$ cat src/rtl/condicionador_botoes.sv
// rtl/condicionador_botoes.sv - pushbutton conditioner: sync, debounce, press/release one-shots
//
// Optional feature macro: REPETICAO_AUTO_EN (adds auto-repeat output and hold counters).
//
// Ports:
//   clock        system clock
//   reset        synchronous, active-high reset
//   btn_n        raw active-low button levels, asynchronous to clock
//   enable       gates pulso/soltura (and repeticao); debounce keeps tracking when 0
//   pressionado  debounced level, active-high
//   pulso        one-cycle pulse on each accepted press
//   soltura      one-cycle pulse on each accepted release
//   repeticao    (REPETICAO_AUTO_EN only) auto-repeat pulses while a button is held

module condicionador_botoes #(
    parameter int N_BOTOES        = 4,
    parameter int DEBOUNCE_CYCLES = 1000000
`ifdef REPETICAO_AUTO_EN
    ,
    parameter int HOLD_CYCLES     = 25000000,
    parameter int REPEAT_CYCLES   = 10000000
`endif
) (
    input  logic                clock,
    input  logic                reset,
    input  logic [N_BOTOES-1:0] btn_n,
    input  logic                enable,
    output logic [N_BOTOES-1:0] pressionado,
    output logic [N_BOTOES-1:0] pulso,
    output logic [N_BOTOES-1:0] soltura
`ifdef REPETICAO_AUTO_EN
    ,
    output logic [N_BOTOES-1:0] repeticao
`endif
);

    localparam int             CW       = $clog2(DEBOUNCE_CYCLES + 1);
    localparam logic [CW-1:0]  CNT_LAST = CW'(DEBOUNCE_CYCLES - 1);

    logic [N_BOTOES-1:0] sync1;
    logic [N_BOTOES-1:0] sync2;
    logic [N_BOTOES-1:0] amostra;
    logic [N_BOTOES-1:0] aceita;
    logic [CW-1:0]       cnt [N_BOTOES];

    // aceita marks the cycle in which a disagreeing sample has been seen
    // DEBOUNCE_CYCLES times in a row, i.e. the debounced level flips now.
    always_comb begin
        amostra = ~sync2;
        aceita  = '0;
        for (int i = 0; i < N_BOTOES; i++) begin
            aceita[i] = (amostra[i] != pressionado[i]) && (cnt[i] == CNT_LAST);
        end
    end

    always_ff @(posedge clock) begin
        if (reset) begin
            sync1       <= '1;
            sync2       <= '1;
            pressionado <= '0;
            pulso       <= '0;
            soltura     <= '0;
            for (int i = 0; i < N_BOTOES; i++) begin
                cnt[i] <= '0;
            end
        end else begin
            sync1       <= btn_n;
            sync2       <= sync1;
            pressionado <= pressionado ^ aceita;
            // Edge pulses coincide with the level flip; enable is looked at
            // only here, so a flip while disabled is simply not reported.
            pulso       <= aceita &  amostra & {N_BOTOES{enable}};
            soltura     <= aceita & ~amostra & {N_BOTOES{enable}};
            for (int i = 0; i < N_BOTOES; i++) begin
                if (amostra[i] == pressionado[i]) begin
                    cnt[i] <= '0;
                end else if (aceita[i]) begin
                    cnt[i] <= '0;
                end else begin
                    cnt[i] <= cnt[i] + CW'(1);
                end
            end
        end
    end

`ifdef REPETICAO_AUTO_EN
    localparam int            HMAX      = (HOLD_CYCLES > REPEAT_CYCLES) ? HOLD_CYCLES : REPEAT_CYCLES;
    localparam int            HW        = $clog2(HMAX + 1);
    localparam logic [HW-1:0] HOLD_LAST = HW'(HOLD_CYCLES - 1);
    localparam logic [HW-1:0] REP_LAST  = HW'(REPEAT_CYCLES - 1);

    logic [HW-1:0]       hcnt [N_BOTOES];
    logic [N_BOTOES-1:0] repetindo;
    logic [N_BOTOES-1:0] dispara;

    // The hold counter starts at zero on the pulso edge (pressionado was 0
    // until then) and first measures HOLD_CYCLES, then REPEAT_CYCLES periods.
    // A release being accepted this cycle suppresses any pulse.
    always_comb begin
        dispara = '0;
        for (int i = 0; i < N_BOTOES; i++) begin
            dispara[i] = pressionado[i] && !aceita[i] &&
                         (repetindo[i] ? (hcnt[i] == REP_LAST) : (hcnt[i] == HOLD_LAST));
        end
    end

    always_ff @(posedge clock) begin
        if (reset) begin
            repeticao <= '0;
            repetindo <= '0;
            for (int i = 0; i < N_BOTOES; i++) begin
                hcnt[i] <= '0;
            end
        end else begin
            repeticao <= dispara & {N_BOTOES{enable}};
            for (int i = 0; i < N_BOTOES; i++) begin
                if (!pressionado[i] || aceita[i]) begin
                    hcnt[i]      <= '0;
                    repetindo[i] <= 1'b0;
                end else if (dispara[i]) begin
                    hcnt[i]      <= '0;
                    repetindo[i] <= 1'b1;
                end else begin
                    hcnt[i] <= hcnt[i] + HW'(1);
                end
            end
        end
    end
`endif

endmodule

$ cat config.mk
export PLATFORM = sky130hd
export DESIGN_NAME = condicionador_botoes
export DESIGN_NICKNAME = d
export VERILOG_FILES = /design/src/rtl/condicionador_botoes.sv
export SDC_FILE = /design/constraint.sdc
export NUM_CORES = 1
export LEC_CHECK = 0
export CORE_MARGIN = 5
export CORE_UTILIZATION = 30
export CTS_CLUSTER_DIAMETER = 100
export DETAILED_ROUTE_END_ITERATION = 12
export PLACE_DENSITY = 0.52
export SETUP_SLACK_MARGIN = 0.4
export SYNTH_ARGS = -nofsm -noshare
export SYNTH_HDL_FRONTEND = slang
export SYNTH_SLANG_ARGS = --single-unit
$ cat constraint.sdc
create_clock -name clock -period 2.1 [get_ports clock]
set_input_delay 0.42 -clock clock [delete_from_list [all_inputs] [get_ports clock]]
set_output_delay 0.42 -clock clock [all_outputs]
set_load 0.02 [all_outputs]
== Yosys cells after proc, flatten, opt, wreduce, memory -nomap -nowiden ==
Memory sizes are Yosys's and may differ from the RTL's.
Index checks and enable logic that the tools add are counted.
Word-level totals
  bits in registers: 20
  memory bits (writable): 80
  input bits: 7
  output and inout bits: 12
  memories kept: 1
Cells by class
  add/subtract/negate cells: 4
  equality and inequality tests: 12
  muxes and demuxes: 58
  bitwise logic cells: 19
  reduce and logical (&&, ||, !) cells: 4
Memories
  cnt: depth 4, bits a word 20, rd ports 4, clocked after Yosys merged registers in 0, wr ports 4, line 44  | logic [CW-1:0] cnt [N_BOTOES];
Operators with widths (number)
  two-way mux 20 bit: 12
  adder 20 x 1 -> 20 bit (second input constant): 4
  == test 20 bit (second input constant): 4
  two-way mux 1 bit: 46
  AND 4 bit: 4
  OR 1 bit: 12
  inverter 4 bit: 2
  == test 1 bit: 4
  logical AND 1 bit: 4
  inequality test 1 bit: 4
  bitwise XOR 4 bit: 1

== Logic depth before layout (Yosys ltp) ==
  word-level depth: 9
  gate-level depth with buffers: 6

== Worst setup path after synthesis ==
No wires, ideal clock.
  kind: reg-to-reg
  start point: memory cnt[0][10] (netlist name)
  end point: memory cnt[0][12] (netlist name), data pin
  arrival time: 1.969 ns
  required time: 1.846 ns
  setup slack: -0.124 ns
  cell stages (with the launch flop): 6
  path buffers: 1
  clock period less this slack: 2.224 ns
  path through: edfxtp_1 > or4_1 > or4_1 > o21ai_2 > buf_6 > nor2_1
RTL lines (line)
  start, declared: 44

==> metrics.yaml <==
run_status:
  outcome: "finished with violations"
  violations: "negative setup slack"
critical_path:
  rrSetupSlack_ps: -70
  arrival_ps: 2260
  critPathKind: "flip-flop to flip-flop"
  crit_required_ps: 2200
  critPathLaunchType: "flip-flop"
  end_kind: "flip-flop"
  reg2reg_depth: 5
  path_max_fanout: 20
floorplanning:
  core_area_um2: 16600
  io-pin-count: 19
  start_util: 0.306
  fp-row-count: 47
  die_h_um: 140
  die_area_um2: 19600
  die_width_um: 140
power:
  clockPowerShare: 0.388
  ir_drop_mv: 0.342
  p_per_area_nw_per_um2: 576
  p_int_mw: 3.31
  leakagePower_nw: 2.60
  switching_share: 0.220
  power_frac_comb: 0.075
  power_frac_seq: 0.537
  p_switching_uw: 932
logic_synthesis:
  ys_types: 39
  synth-main-ff-cell: "edfxtp_1"
  syn-instance-count: 476
  synth_edf_count: 80
  ys_warn_count: 0
  syn-cell-area_um2: 5070
  synthArstFlopShare: 0
  synth.yosys.seq_area_share: 0.553
  ys_ff_latch: 100
  synth.avg_cell_area_um2: 10.7
drt:
  drt-total-wl_mm: 11.4
  num_vias: 4116
  drt-initial-drc-count: 187
  drc_errors: 0
  wl_per_cell_um: 13.0
  avgViaCountPerCell: 4.70
  dr.pass1.iters: 4
  ant_nets: 0
clocking:
  cts_max_path_buffers: 2
  hold_buffers: 0
  htree_levels: 3
  clk_pin_slew_worst_paths_ps: 70
  clock-root-buffer: "clkbuf_16"
  cts_tree: "built"
  insertion_delay_ps: 350
  cts_buffers: 9
  clock_sinks: 100
timing:
  finalSetupViolations: 37
  slew_violations: 0
  setup_slack_ps: -65.7
  setup_tns_ps: -1210
  grt_setup_unrepaired: "yes"
  period_minus_slack_ps: 2170
  period_share: 1.03
  fin_skew_ps: 7.92
  hold_violations: 0
  fmaxAchievable_mhz: 462
finish:
  final_util: 0.444
  fin_cells: 876
  final_layout_size_suffix_gt1_frac: 0.314
  antenna_cells: 0
  fin_nets: 662
  final_cell_mix: "edfxtp_1 (80), conb_1 (80), buf_4 (59)"
  areaGrowthSynthToFinish_pct: 45.2
  nFillCells: 1602
  fin_area_um2: 7360
global_routing:
  grt_max_degree: 21
  track_usage: 0.115
  overflow: 0
  grt_pass1_wl_mm: 18.6
  antenna_found_initial: 0
  grt_pass1_vias: 3911
job:
  max_cap_violations: 0
hold_path:
  holdPathStages: 1
  hp-class: "flip-flop to flip-flop"
placement:
  io_buffers: 18
  place_area_um2: 6240
  dp.cells: 824
  gp_congestion: 0.810
  hpwl_mm: 7.61
  dp_worst_setup_slack_ps: -50.5
[repair_timing]
action                                  4_1_cts  5_1_grt
resized for setup                            81       67
hold endpoints to repair                      0        0
pin swaps                                    13       12
setup buffers                                20       11
cloned                                        0        5
endpoints found under the setup margin       94       95
[per-stage QoR]
| stage | total power, mW | hold slack [ps] |
|---|---|---|
| after floorplan | 2.45 | 389 |
| after detailed placement | 2.55 | 394 |
| final | 4.24 | 409 |
| after CTS | 4.26 | 411 |
| after global routing | 4.44 | 418 |
| after global placement | 2.54 | 393 |
[cells in the mapped netlist, types with 2 or more instances]
cell type  count  share of area
nor3_1        13          0.013
or4_1         20          0.030
ha_1           4         0.0099
nor4b_1        6          0.010
o21ai_0       13          0.013
nor4_1         3         0.0037
inv_1         10         0.0074
or2_2         13          0.016
xor2_1        27          0.047
nand3_1       29          0.029
edfxtp_1      80           0.47
or4b_1         2         0.0039
nor2_1        62          0.046
xnor2_1       22          0.038
nand2_1       25          0.019
nand4_1       20          0.025
clkbuf_1       5         0.0037
nand2b_1       3         0.0037
a21oi_1       31          0.031
nand4b_1       4         0.0069
buf_2          3         0.0030
o21ai_1        2         0.0020
or3_1         15          0.019
o31ai_1       13          0.019
dfxtp_1       20          0.079
and3_1         9          0.011
and4_1         9          0.016
and2_1         2         0.0025
[worst max-delay path, cell delays in order (launching register included)]
cell and delay (ps):
edfxtp_1 380, or4_4 550, or4_4 560, o21ai_4 190, buf_12 180, nor2_1 60
[per-layer routing]
metal | part of all wire | GRT usage | up-vias
li1 | - | - | 2068
met1 | 0.46 | 0.152 | 1983
met2 | 0.49 | 0.186 | 49
met3 | 0.025 | 0.0208 | 16
met4 | 0.018 | 0.0484 | 0
met5 | 0 | 0 | -
[cell type report]
class / count / area (um^2) / share of cell area
multi-input cells: 435 / 3060 / 0.415
flip-flops and latches: 100 / 2800 / 0.381
repair buffers: 95 / 905 / 0.123
well taps: 220 / 275 / 0.0374
clock buffers: 13 / 250 / 0.0340
clock inverters: 3 / 37.5 / 0.00510
inverters: 10 / 37.5 / 0.00510
[power groups by stage]
stage / sequential [mW] / clock [mW] / combinational [mW]
after global placement: 2.32 / 0 / 0.219
after CTS: 2.28 / 1.71 / 0.274
after floorplan: 2.31 / 0 / 0.133
after global routing: 2.29 / 1.80 / 0.352
after detailed placement: 2.32 / 0 / 0.222
final: 2.28 / 1.65 / 0.318
[state kept, by name (all words and copies together), names as in the netlist, named ones only]
signal       flops
pressionado      3
sync1            4
soltura          4
sync2            4
pulso            4
cnt             80
[final timing paths]
check	startpoint	endpoint
hold reg to reg	sync1[3]	sync2[3]
setup reg to reg	cnt[1][12]	cnt[1][10]
setup / recovery	cnt[1][12]	cnt[1][10]
hold / removal	sync1[3]	sync2[3]
[logic make-up after synthesis]
family	after synthesis	synth area share
and+or+nand+nor	240	0.264
DFF	100	0.553
AOI/OAI and AO/OA	62	0.0705
xor gates and xnor gates	49	0.0846
buffers and inverters	20	0.0178
adders and majority gates	4	0.00987
other	1	0.000739
(Power assumes the default switching activity.)
==> edit: new RTL, config.mk and constraints unchanged <==
Build with the macro `REPETICAO_AUTO_EN` defined.
--- a/src/rtl/condicionador_botoes.sv
+++ b/src/rtl/condicionador_botoes.sv
@@ -11,6 +11,8 @@
 //   pulso        one-cycle pulse on each accepted press
 //   soltura      one-cycle pulse on each accepted release
 //   repeticao    (REPETICAO_AUTO_EN only) auto-repeat pulses while a button is held
+
+`define REPETICAO_AUTO_EN
 
 module condicionador_botoes #(
     parameter int N_BOTOES        = 4,
Check against the original RTL (old outputs only; new: repeticao): same outputs for any inputs over 10 cycles, from zero or initial values and one cycle with reset high; that may be too few to reach the edited logic, so the function may still have changed.
==> edit against the original RTL <==
- sequential power is 110% higher
- routed wire length rose to 2.7 times the old value
- hold slack got worse by 0.0036 ns
- non-clock buffer count increased by 176
- largest power group unchanged
- power rose by 140%
- clock skew grew 0.0056 ns
- worst setup slack lost 0.023 ns
- sequential cell count is 108 higher
- cell area grew 150%
- the flow still finishes with violations (negative setup slack)
- fmax decreased by 1.0%
- clock power increased to 2.8 times the old value
- synthesized area is 130% higher
==> edit: results (changes against the original RTL) <==
Clock power frac 0.455 (was 0.388); GR Util All Layers 0.141 (was 0.115); failing checks negative setup slack (unchanged); R2R Path Start hcnt[1][18]$_SDFFCE_PN0P_ (was cnt[1][12]$_SDFFCE_PN0P_); status complete, but fails checks (unchanged); EDFF count, synth 180 (was 80); Final #Nets 1549 (was 662); H-tree depth 1 (was 3); I/O Buffers 22 (was 18); placed instance area 14700 um^2 (was 6240 um^2); M3 GR Usage 0.0221 (was 0.0208); Combinational Power 0.000691 W (was 0.000318 W); leak pwr 6.18 nW (was 2.60 nW); share of layout cells above drive strength 1 0.383 (was 0.314); crit path capture hcnt[1][20]$_SDFFCE_PN0P_ (was cnt[1][10]$_SDFFCE_PN0P_); register area share after synthesis 0.518 (was 0.553); Clock-cell share 0.0487 (was 0.0391); # setup viols final 30 (was 37); DP Cell Count 1899 (was 824); Arr. time, crit path 2.47 ns (was 2.26 ns); largest net degree at the start of global routing 26 (was 21); gpl congestion 0.793 (was 0.810); DRT met1 WL 13.9 mm (was 5.27 mm); met1 GRT Util 0.185 (was 0.152); Setup WS post-layout -0.0885 ns (was -0.0657 ns); Reg-to-Reg End hcnt[1][20]$_SDFFCE_PN0P_ (was cnt[1][10]$_SDFFCE_PN0P_); Final Instance Area 18100 um^2 (was 7360 um^2); CTS buffer count 26 (was 9); Pre-Repair DR Iteration Count 5 (was 4); met3 wire length 1.01 mm (was 285 um); Multi-input gate area 7750 um^2 (was 3060 um^2); buffer share of cell area 0.154 (was 0.123); first-pass GRT wire length 49.8 mm (was 18.6 mm)
## edit: cell count changes in the layout (fill, tap and decap cells not counted), moves of 25 or more
| cell | change |
|---|---|
| nand4_1 | +29 |
| a211oi_2 | +36 |
| conb_1 | +100 |
| o31ai_1 | +26 |
| edfxtp_1 | +100 |
| nand2_1 | +37 |
| nor3_2 | +28 |
| xnor2_1 | +25 |
| buf_6 | +31 |
| nand3_1 | +26 |
| buf_4 | +112 |
## edit: repair_timing
item,4_1_cts,5_1_grt
gates cloned,21,6
pin swaps,58,52
gates resized for setup,197,135
setup buffers,62,26
setup endpoints to repair,211,197
## edit: cell families (layout without fill, tap and decap cells)
group | Yosys count | after routing | synth area share
and+or+nand+nor | 538 | 543 | 0.271
DFF | 208 | 208 | 0.518
AOI/OAI and AO/OA | 160 | 161 | 0.0941
xor gates and xnor gates | 99 | 99 | 0.0753
buffers and inverters | 82 | 348 | 0.0294
adders and majority gates | 11 | 11 | 0.0119
other | 1 | 180 | 0.000325
